==> config.mk <==
export PLATFORM = sky130hd
export DESIGN_NAME = weight_feeder_flat
export DESIGN_NICKNAME = d
export VERILOG_FILES = /design/src/rtl/weight_feeder_if.sv /design/src/rtl/weight_feeder.sv /design/src/flat_wrapper.sv
export SDC_FILE = /design/constraint.sdc
export NUM_CORES = 1
export LEC_CHECK = 0
export ABC_AREA = 1
export CAP_MARGIN = 15
export CORE_UTILIZATION = 50
export DETAILED_ROUTE_END_ITERATION = 12
export GPL_ROUTABILITY_DRIVEN = 0
export PLACE_DENSITY = 0.8
export SLEW_MARGIN = 10
export SYNTH_ARGS = -nofsm -noshare
export SYNTH_HDL_FRONTEND = slang
export SYNTH_SLANG_ARGS = --single-unit
==> constraint.sdc <==
create_clock -name clk -period 3.55 [get_ports clk]
set_input_delay 0.355 -clock clk [delete_from_list [all_inputs] [get_ports clk]]
set_output_delay 0.355 -clock clk [all_outputs]
set_load 0.1 [all_outputs]
==> src/rtl/weight_feeder_if.sv <==
// weight_feeder_if: burst control, weight-memory read port and PE-array handshake of weight_feeder.
// WEIGHT_FEEDER_REPEAT_EN adds the repeat_cnt control input.
interface weight_feeder_if #(
    parameter int RD_ADDR_DEPTH = 8,
    parameter int DATA_WIDTH    = 64
);
    logic                     start;
    logic [RD_ADDR_DEPTH-1:0] base_addr;
    logic [RD_ADDR_DEPTH:0]   burst_len;
`ifdef WEIGHT_FEEDER_REPEAT_EN
    logic [7:0]               repeat_cnt;
`endif
    logic                     mem_rd_en;
    logic [RD_ADDR_DEPTH-1:0] mem_addr;
    logic [DATA_WIDTH-1:0]    mem_rdata;
    logic [DATA_WIDTH-1:0]    w_data;
    logic                     w_valid;
    logic                     w_ready;
    logic                     busy;
    logic                     done;
`ifdef WEIGHT_FEEDER_REPEAT_EN
    modport master (
        output start, base_addr, burst_len, repeat_cnt, mem_rdata, w_ready,
        input  mem_rd_en, mem_addr, w_data, w_valid, busy, done
    );
    modport slave (
        input  start, base_addr, burst_len, repeat_cnt, mem_rdata, w_ready,
        output mem_rd_en, mem_addr, w_data, w_valid, busy, done
    );
`else
    modport master (
        output start, base_addr, burst_len, mem_rdata, w_ready,
        input  mem_rd_en, mem_addr, w_data, w_valid, busy, done
    );
    modport slave (
        input  start, base_addr, burst_len, mem_rdata, w_ready,
        output mem_rd_en, mem_addr, w_data, w_valid, busy, done
    );
`endif
endinterface

==> src/rtl/weight_feeder.sv <==
// weight_feeder: streams burst_len weight words from a 1-cycle-latency memory to the PE array.
// WEIGHT_FEEDER_REPEAT_EN replays the burst repeat_cnt+1 times before completing.
module weight_feeder #(
    parameter int RD_ADDR_DEPTH = 8,
    parameter int DATA_WIDTH    = 64
) (
    input  logic           clk,
    input  logic           rst,
    weight_feeder_if.slave bus
);
    typedef enum logic [1:0] {IDLE, FETCH, DRAIN, FIN} state_t;
    state_t                   r_state;
    logic [RD_ADDR_DEPTH-1:0] r_addr;
    logic [RD_ADDR_DEPTH:0]   r_rd_left;
    logic                     r_inflight;
    logic [DATA_WIDTH-1:0]    r_buf [2];
    logic                     r_wp;
    logic                     r_rp;
    logic [1:0]               r_cnt;
    logic                     w_pop;
    logic                     w_rd;
    logic [1:0]               w_occ_next;
`ifdef WEIGHT_FEEDER_REPEAT_EN
    logic [RD_ADDR_DEPTH-1:0] r_base;
    logic [RD_ADDR_DEPTH:0]   r_len;
    logic [7:0]               r_rep;
`endif
    // Reads in flight are counted against buffer space so the 2-entry buffer can never overflow.
    assign w_pop      = (r_cnt != 2'd0) && bus.w_ready;
    assign w_occ_next = r_cnt + {1'b0, r_inflight} - {1'b0, w_pop};
    assign w_rd       = (r_state == FETCH) && (w_occ_next < 2'd2);
    assign bus.mem_rd_en = w_rd;
    assign bus.mem_addr  = r_addr;
    assign bus.w_data    = r_buf[r_rp];
    assign bus.w_valid   = r_cnt != 2'd0;
    assign bus.busy      = (r_state == FETCH) || (r_state == DRAIN);
    assign bus.done      = r_state == FIN;
    always_ff @(posedge clk) begin
        if (rst) begin
            r_buf      <= '{default: '0};
            r_wp       <= 1'b0;
            r_rp       <= 1'b0;
            r_cnt      <= 2'd0;
            r_inflight <= 1'b0;
        end else begin
            r_inflight <= w_rd;
            r_cnt      <= w_occ_next;
            if (r_inflight) begin
                r_buf[r_wp] <= bus.mem_rdata;
                r_wp        <= ~r_wp;
            end
            if (w_pop) r_rp <= ~r_rp;
        end
    end
    always_ff @(posedge clk) begin
        if (rst) begin
            r_state   <= IDLE;
            r_addr    <= '0;
            r_rd_left <= '0;
`ifdef WEIGHT_FEEDER_REPEAT_EN
            r_base    <= '0;
            r_len     <= '0;
            r_rep     <= '0;
`endif
        end else begin
            case (r_state)
                IDLE: if (bus.start) begin
                    r_addr    <= bus.base_addr;
                    r_rd_left <= bus.burst_len;
`ifdef WEIGHT_FEEDER_REPEAT_EN
                    r_base    <= bus.base_addr;
                    r_len     <= bus.burst_len;
                    r_rep     <= bus.repeat_cnt;
`endif
                    r_state   <= (bus.burst_len != '0) ? FETCH : FIN;
                end
                FETCH: if (w_rd) begin
                    r_addr    <= r_addr + RD_ADDR_DEPTH'(1);
                    r_rd_left <= r_rd_left - (RD_ADDR_DEPTH+1)'(1);
                    if (r_rd_left == (RD_ADDR_DEPTH+1)'(1)) begin
`ifdef WEIGHT_FEEDER_REPEAT_EN
                        // Rewinding on the last read keeps replays back-to-back.
                        if (r_rep != 8'd0) begin
                            r_addr    <= r_base;
                            r_rd_left <= r_len;
                            r_rep     <= r_rep - 8'd1;
                        end else begin
                            r_state <= DRAIN;
                        end
`else
                        r_state <= DRAIN;
`endif
                    end
                end
                // No reads are issued in DRAIN, so the final word is the lone buffered one.
                DRAIN: if (w_pop && r_cnt == 2'd1 && !r_inflight) r_state <= FIN;
                FIN: r_state <= IDLE;
                default: r_state <= IDLE;
            endcase
        end
    end
endmodule

==> src/flat_wrapper.sv <==
// flat-port wrapper written by rule: the top's interface ports become plain ports
module weight_feeder_flat 
#(
    parameter int RD_ADDR_DEPTH = 8,
    parameter int DATA_WIDTH    = 64
)
  (clk, rst, bus_start, bus_base_addr, bus_burst_len, bus_mem_rdata, bus_w_ready, bus_mem_rd_en, bus_mem_addr, bus_w_data, bus_w_valid, bus_busy, bus_done);
  weight_feeder_if #(.RD_ADDR_DEPTH(RD_ADDR_DEPTH), .DATA_WIDTH(DATA_WIDTH)) bus_i ();
  input  logic clk;
  input  logic rst;
  input wire logic [$bits(bus_i.start)-1:0] bus_start;
  input wire logic [$bits(bus_i.base_addr)-1:0] bus_base_addr;
  input wire logic [$bits(bus_i.burst_len)-1:0] bus_burst_len;
  input wire logic [$bits(bus_i.mem_rdata)-1:0] bus_mem_rdata;
  input wire logic [$bits(bus_i.w_ready)-1:0] bus_w_ready;
  output wire logic [$bits(bus_i.mem_rd_en)-1:0] bus_mem_rd_en;
  output wire logic [$bits(bus_i.mem_addr)-1:0] bus_mem_addr;
  output wire logic [$bits(bus_i.w_data)-1:0] bus_w_data;
  output wire logic [$bits(bus_i.w_valid)-1:0] bus_w_valid;
  output wire logic [$bits(bus_i.busy)-1:0] bus_busy;
  output wire logic [$bits(bus_i.done)-1:0] bus_done;
  assign bus_i.start = bus_start;
  assign bus_i.base_addr = bus_base_addr;
  assign bus_i.burst_len = bus_burst_len;
  assign bus_i.mem_rdata = bus_mem_rdata;
  assign bus_i.w_ready = bus_w_ready;
  assign bus_mem_rd_en = bus_i.mem_rd_en;
  assign bus_mem_addr = bus_i.mem_addr;
  assign bus_w_data = bus_i.w_data;
  assign bus_w_valid = bus_i.w_valid;
  assign bus_busy = bus_i.busy;
  assign bus_done = bus_i.done;
  weight_feeder #(.RD_ADDR_DEPTH(RD_ADDR_DEPTH), .DATA_WIDTH(DATA_WIDTH)) u_core (.clk(clk), .rst(rst), .bus(bus_i));
endmodule
**After elaboration in Yosys (flattened, before gate mapping)**

Index checks and enable logic that the tools add are counted.

- Register bits: 152
- Input bits: 85
- Output and inout port bits: 76
- Logic and storage cells: 61

- $add $sub $neg: 4
- $lt $le $gt $ge: 4
- Eq/ne operators: 9
- Multiplexer cells: 18
- Bitwise logic cells: 4
- Reduce and logical (&&, ||, !) cells: 13

Operator list:

| kind | count |
|---|---|
| 64-bit two-way mux | 4 |
| 128-bit bitwise mux | 1 |
| 64-bit demux with 1-bit select | 1 |
| 9-bit two-way mux | 2 |
| 9-bit one-hot mux with 2 select lines | 1 |
| 8-bit two-way mux | 2 |
| 8-bit one-hot mux with 2 select lines | 1 |
| 2-bit two-way mux | 5 |
| 9-bit by 1-bit == test with 1-bit output, second input constant | 1 |
| 9-bit nonzero test | 1 |
| 9-bit by 1-bit subtractor with 9-bit output, second input constant | 1 |
| 8-bit by 1-bit adder with 8-bit output, second input constant | 1 |
| 2-bit != test, second input constant | 4 |
| 2-bit one-hot mux with 4 select lines | 1 |
| 1-bit logical AND | 5 |
| 2-bit by 1-bit == test with 1-bit output, second input constant | 2 |
| 2-bit == test, second input constant | 2 |
| 2-bit greater-or-equal comparator, second input constant | 2 |
| 1-bit inverter with 2-bit output | 2 |
| 4-bit AND reduction | 1 |
| 2-bit nonzero test | 2 |
| 3-bit AND reduction | 1 |
| 2-bit by 1-bit adder with 2-bit output | 1 |
| 2-bit logical NOT | 1 |
| other kinds (6) | 7 |

**Logic depth before layout (Yosys ltp)**

Gate-level depths: netlist of run 1.

- Depth in word-level cells: 7
- Gate-level depth with buffers: 17
- Mapped depth without buffers: 16

**Worst setup path before layout of run 1**

Ideal clock, no wire load.

- Kind: register -> output
- Start point: reg u_core.r_cnt[0]
- End point: out bus_mem_rd_en
- Arrival: 2781 ps
- Required time: 3195 ps
- Setup slack: 414 ps
- Cell stages (with the launch flop): 12
- Path buffers: 0
- Path through: dfxtp_1 -> inv_1 -> nand2_2 -> nand3_2 -> nand2_1 -> ha_1 -> nand2_1 -> nand2_1 -> inv_1 -> nand2_2 -> nand2_4 -> nor2_1

- Cells in the longest elaborated chain, start to end: 5
- Elaborated cells on any way between the ends: 6
- Classes of those cells: 2 x add/sub; 1 x order compare; 3 x reduce/logical

RTL lines:

| item | RTL line | source |
|---|---|---|
| from (decl) | weight_feeder.sv:19 | `logic [1:0] r_cnt;` |
| from (signal assigned) | weight_feeder.sv:47 | `r_cnt <= w_occ_next;` |
| 2-bit nonzero test | -- |  |
| net bus_w_valid | flat_wrapper.sv:19 | `output wire logic [$bits(bus_i.w_valid)-1:0] bus_w_valid;` |
| 1-bit logical AND | weight_feeder.sv:29 | `assign w_pop = (r_cnt != 2'd0) && bus.w_ready;` |
| 2-bit by 1-bit subtractor with 2-bit output | weight_feeder.sv:30 | `assign w_occ_next = r_cnt + {1'b0, r_inflight} - {1'b0, w_pop};` |
| 2-bit less-than comparator | weight_feeder.sv:31 | `assign w_rd = (r_state == FETCH) && (w_occ_next < 2'd2);` |
| 1-bit logical AND | weight_feeder.sv:31 |  |
| to (decl) | flat_wrapper.sv:16 | `output wire logic [$bits(bus_i.mem_rd_en)-1:0] bus_mem_rd_en;` |

The timed path passes the listed nets, and every way through them passes these cells.

**Worst setup path after layout of run 1**

- Start point: reg u_core.r_state[1]
- End point: out bus_mem_rd_en

- Cells in the longest elaborated chain, start to end: 2

RTL lines:

| item | RTL line | source |
|---|---|---|
| from (decl) | weight_feeder.sv:12 | `state_t r_state;` |
| from (signal assigned) | weight_feeder.sv:75 | `r_state <= (bus.burst_len != '0) ? FETCH : FIN;` |
| 2-bit by 1-bit == test with 1-bit output | weight_feeder.sv:31 |  |
| 1-bit logical AND | weight_feeder.sv:31 |  |

Every way passes these cells.

==> results.ini, run 1 <==
[run_status]
status = finished, final reports clean

[sta]
timing.max_slew.rel_slack = 0.346
period_minus_slack_ns = 2.69
finalCritPeriodShare = 0.758
worstMarginPinSlew_ns = 0.978
setup_viol_count_final = 0
fin_worst_skew_ns = 0.00567
final_hold_vio_count = 0
fin_setup_tns_ns = 0
maxClockFrequency_mhz = 372
report.final.slew_viol_count = 0
grt_setup_unrepaired = no

[grt]
vias_in_the_first_global_route = 6188
grt_antenna_before_repair = 0
grt.met3_usage = 0.0714
grt_remaining_overflow = 0
maximum_number_of_pins_on_one_net_before_global_route_repair = 73
gr-usage-all-layers = 0.260
grt_use_met1 = 0.327
met2_usage = 0.441
globalRoute.busiestLayer = met2
grt_first_pass_wirelength_um = 29300

[setup_path]
critical_path_peak_fanout = 26
cp.arrival_ns = 2.34
setup.worst_path.start_class = register
cp_num_buf_inv = 3
crit_path_leading_delay_family = buffers and inverters
criticalPathCategory = reg2out
worst_setup_path_end_kind = primary output
crit_chain = inv_1 -> ha_1 -> inv_2 -> nor2_1 -> buf_4
critPathSlowestCell = ha_1
critical_path.max_stage_delay_ns = 0.58
timing.critical_path.required_ns = 3.19

[power_and_ir_drop]
power.share.clock = 0.211
power.switching_mw = 4.28
power_frac_comb = 0.515
net_sw_frac = 0.505
max-vdd-ir-drop_mv = 0.623
cell_int_power_mw = 4.21
totalPowerFinal_mw = 8.49
share_seq_of_total_power = 0.275
leakagePower_nw = 4.04
pwr_density_cell_nw_per_um2 = 961

[cts]
cts-htree-levels = 4
clock-root-buffer = clkbuf_16
number_of_instances_resized_during_post_cts_repair = 0
post-cts-setup-buffers = 0
cts_hold_buffers = 0
cts_tree = done
tritoncts.num_buffers = 17
worst_setup_hold_path_clk_slew_ns = 0.06
cts-root-to-sink-buffers = 2
clkLatencyLatePin_ns = 0.42
tritoncts_num_sinks = 152

[job]
max_cap_viol_count = 0

[final_layout]
fillCellCount = 1233
post_route_cells_drive_above_1_share = 0.109
commonest_cells_after_routing_fill_and_taps_aside = nor2_1, nand2_1, dfxtp_1
area.growth.synth_to_final_pct = 30.3
mostFrequentLayoutCell = nor2_1
final_net_count = 1244
antennaDiodeCount = 0
multi_input_area_um2 = 3330
area.sequential_um2 = 3040
stdcell_count = 1337

[floorplan]
chipHeight_um = 118
die_area_um2 = 14000
placementRows = 42
die_x_um = 118
core_um2 = 13200
initial_core_util = 0.512
boundaryPins = 161

[routing]
detail_route.drc_violations = 0
drt_first_iter_violations = 597
wl_per_cell_um = 13.2
antenna_left = 0
num_vias = 6695
postRouteWirelength_um = 17700
detail_route.first_pass.iterations = 5
drt-vias-per-instance = 5.01

[logic_synthesis]
mappedNetlistNets = 1118
synth-warning-count = 0
post_synth_main_area_contributors = dfxtp_1, nor2_1, nand2_1
gate_count_of_the_mapped_netlist = 1024
portion_of_synthesized_cell_area_occupied_by_the_leading_cell_type = 0.449
ys_ff_latch = 152
yosys.cell_types.count = 29
synth-seq-area-share = 0.449
synthDominantAreaCellType = dfxtp_1
synth.avg_cell_area_um2 = 6.62
post_syn_area_um2 = 6780

[placement]
place.detailed.hpwl_um = 10800
dp.cells = 1307
number_of_input_and_output_port_buffers_inserted = 160

[hold_path]
hold_class = reg2reg

[Yosys cell counts, drive strengths merged]
library cell / count
a21oi: 18
or2: 2
nand2: 269
o21bai: 1
clkinv: 1
a31oi: 1
inv: 35
o21a: 1
o21ai: 141
xnor2: 3
dfxtp: 152
o31ai: 2
buf: 22
nor3: 2
nand3: 33
nand3b: 2
ha: 9
nor2: 288
clkbuf: 42
[cells by family (layout without fill, tap and decap cells)]
| logic type | count (synthesis) | in the layout | share of synthesized area |
|---|---|---|---|
| and+or+nand+nor | 596 | 596 | 0.345 |
| AOI/OAI and AO/OA | 164 | 164 | 0.124 |
| buffers and inverters | 100 | 237 | 0.0607 |
| adders and majority gates | 9 | 9 | 0.0166 |
| xor gates and xnor gates | 3 | 3 | 0.00388 |
| DFF | 152 | 152 | 0.449 |
[state kept, by name (all words and copies together) (netlist names)]
| signal | count |
|---|---|
| u_core.bus.mem_addr | 8 |
| u_core.r_buf | 128 |
| u_core.r_cnt | 2 |
| u_core.r_inflight | 1 |
| u_core.r_rd_left | 9 |
| u_core.r_rp | 1 |
| u_core.r_state | 2 |
| u_core.r_wp | 1 |
[metrics by stage]
| step | cell area (um2) | setup slack (ns) | utilization | hold slack (ns) |
|---|---|---|---|---|
| 2_1_floorplan | 6780 | 0.414 | - | 0.424 |
| 3_3_place_gp | 8260 | 0.974 | 0.624 | 0.432 |
| 3_5_place_dp | 8260 | 0.942 | 0.624 | 0.436 |
| 4_1_cts | 8830 | 0.831 | 0.667 | 0.446 |
| 5_1_grt | 8830 | 0.698 | 0.667 | 0.478 |
| 6_report | 8830 | 0.859 | 0.667 | 0.446 |
[path summary, 6_finish.rpt]
check,depth (start not counted),end,startpoint,slack (ns)
worst min-delay path,2,u_core.r_buf[101],u_core.r_buf[101],0.45
worst max-delay path,5,bus_mem_rd_en,u_core.r_state[1],0.86
worst max register to register,7,u_core.r_rd_left[3],u_core.r_state[1],1.02
worst min register to register,2,u_core.r_buf[101],u_core.r_buf[101],0.45
[layout make-up]
class / count / share of cell area
multi-input combinational: 772 / 0.376
clock inverter: 9 / 0.0143
clock buffer: 21 / 0.0510
timing repair buffer: 171 / 0.173
tap: 176 / 0.0249
sequential: 152 / 0.345
inverter: 36 / 0.0154
[metal layers]
metal	vias up	share of wire	wire [um]
met5	-	0	0
met4	0	0.0077	136
met3	12	0.059	1040
met2	200	0.48	8580
met1	3026	0.45	7960
li1	3457	-	-
[worst min-delay path, cell delays in order (launching register included)]
cell and delay, ns:
dfxtp_1 0.30, inv_1 0.05, a21oi_1 0.05
[power by group through the flow]
stage          clock, mW  combinational (mW)  sequential [mW]
6_report            1.79                4.37             2.33
5_1_grt             1.91                4.68             2.37
4_1_cts             1.81                4.39             2.32
3_5_place_dp           0                4.36             2.36
3_3_place_gp           0                4.32             2.34
2_1_floorplan          0                3.29             2.53
(Power assumes the default switching activity.)
==> inputs of run 2 (changes only) <==
==> constraint.sdc (replaced) <==
create_clock -name clk -period 2.81 [get_ports clk]
set_input_delay 0.281 -clock clk [delete_from_list [all_inputs] [get_ports clk]]
set_output_delay 0.281 -clock clk [all_outputs]
set_load 0.1 [all_outputs]
==> results.ini, run 2 (same netlist as run 1, synthesis figures left out) <==
[run_status]
status = finished, final reports clean

[floorplan]
chipHeight_um = 118
die_area_um2 = 14000
boundaryPins = 161
placementRows = 42
initial_core_util = 0.512
core_um2 = 13200
die_x_um = 118

[power_and_ir_drop]
leakagePower_nw = 4.25
cell_int_power_mw = 5.89
power.share.clock = 0.190
share_seq_of_total_power = 0.254
power.switching_mw = 5.60
net_sw_frac = 0.487
max-vdd-ir-drop_mv = 0.774
totalPowerFinal_mw = 11.5
pwr_density_cell_nw_per_um2 = 1190
power_frac_comb = 0.556

[routing]
wirelength_met1_um = 8040
detail_route.first_pass.iterations = 5
dr_wl_met3_um = 1100
postRouteWirelength_um = 18300
detail_route.drc_violations = 0
route.met2.wl_um = 8870
topRoutingLayerUsed = met4
wl_per_cell_um = 13.7
antenna_left = 0
drt_first_iter_violations = 670
num_vias = 6890
drt-vias-per-instance = 5.15

[final_layout]
commonest_cells_after_routing_fill_and_taps_aside = nor2_1, nand2_1, dfxtp_1
stdcell_count = 1339
post_route_cells_drive_above_1_share = 0.120
final_net_count = 1244
multi_input_area_um2 = 3330
mostFrequentLayoutCell = nor2_1
largest_reg_flops = 128
biggest_register = u_core.r_buf
fillCellCount = 1100
area.growth.synth_to_final_pct = 41.9
area.sequential_um2 = 3040
antennaDiodeCount = 0

[cts]
cts_tree = done
clkLatencyLatePin_ns = 0.42
cts-htree-levels = 4
cts-root-to-sink-buffers = 2
worst_setup_hold_path_clk_slew_ns = 0.06
tritoncts.num_buffers = 17
tritoncts_num_sinks = 152
cts_hold_buffers = 0
clock-root-buffer = clkbuf_16
number_of_instances_resized_during_post_cts_repair = 0
post-cts-setup-buffers = 0

[grt]
gr-usage-all-layers = 0.264
grt_first_pass_wirelength_um = 29800
vias_in_the_first_global_route = 6318
grt_remaining_overflow = 0
maximum_number_of_pins_on_one_net_before_global_route_repair = 93
grt_antenna_before_repair = 0

[setup_path]
critical_path_peak_fanout = 25
cp.arrival_ns = 2.17
setup.worst_path.start_class = register
criticalPathCategory = reg2out
timing.critical_path.required_ns = 2.53
worst_setup_path_end_kind = primary output

[sta]
fin_worst_skew_ns = 0.0141
timing.max_slew.rel_slack = 0.487
setup_viol_count_final = 0
report.final.slew_viol_count = 0
maxClockFrequency_mhz = 407
period_minus_slack_ns = 2.45
grt_setup_unrepaired = no
final_hold_vio_count = 0
finalCritPeriodShare = 0.873
worstMarginPinSlew_ns = 0.770

[job]
max_cap_viol_count = 0

[placement]
number_of_input_and_output_port_buffers_inserted = 160
dp.cells = 1307
place.detailed.hpwl_um = 11400

[hold_path]
hold_class = reg2reg

==> run 2: cell types whose count changed in the layout (fill, tap and decap cells not counted) <==
cell             before  now
buf_12                1   66
buf_4                76   21
clkdlybuf4s50_1      94   84
clkbuf_8              1    5
bufinv_16             3    1
nor2_1              286  285
nor2_2                1    2
==> run 2: final cells by class <==
| type | count | share of cell area |
|---|---|---|
| multi-input cells | 772 | 0.346 |
| flip-flops and latches | 152 | 0.316 |
| well taps | 176 | 0.0229 |
| repair buffers | 171 | 0.241 |
| clock buffers | 25 | 0.0525 |
| inverters | 36 | 0.0142 |
| clock inverters | 7 | 0.00689 |
==> run 2: path summary, 6_finish.rpt <==
kind                          start                      to  slack, ns  cells after the start
setup / recovery  u_core.r_state[1]           bus_mem_rd_en       0.36                      6
hold / removal    u_core.r_buf[101]       u_core.r_buf[101]       0.45                      2
setup reg to reg  u_core.r_state[1]  u_core.bus.mem_addr[2]       0.58                      7
hold reg to reg   u_core.r_buf[101]       u_core.r_buf[101]       0.45                      2
==> run 2: critical path, cell delays in order (launching register included) <==
cell and delay [ns]:
dfxtp_1 0.33, inv_1 0.12, ha_1 0.60, inv_2 0.07, buf_4 0.24, nor2_2 0.20
buf_12 0.19
==> run 2: per-stage QoR <==
step	setup slack, ns	hold slack (ns)	area, um2	setup TNS, ns	utilization
finish	0.356	0.451	9620	0	0.726
floorplan	-0.182	0.416	6780	-0.363	-
CTS	0.342	0.450	9620	0	0.726
detailed placement	0.354	0.441	9050	0	0.683
global placement	0.439	0.433	9050	0	0.683
global route	0.217	0.461	9620	0	0.726
==> run 2: metal layers <==
layer  global-route usage  up-vias
met5                    0        -
met4               0.0807        0
met3               0.0767       26
met2                0.444      207
met1                0.325     3191
li1                     -     3466
==> run 2: power groups by stage <==
stage	Sequential (mW)	Combinational [mW]	Clock, mW
after floorplan	3.20	4.17	0
after global placement	2.93	6.29	0
after detailed placement	2.94	6.36	0
after CTS	2.90	6.40	2.21
after global routing	2.96	6.76	2.31
final	2.91	6.39	2.19
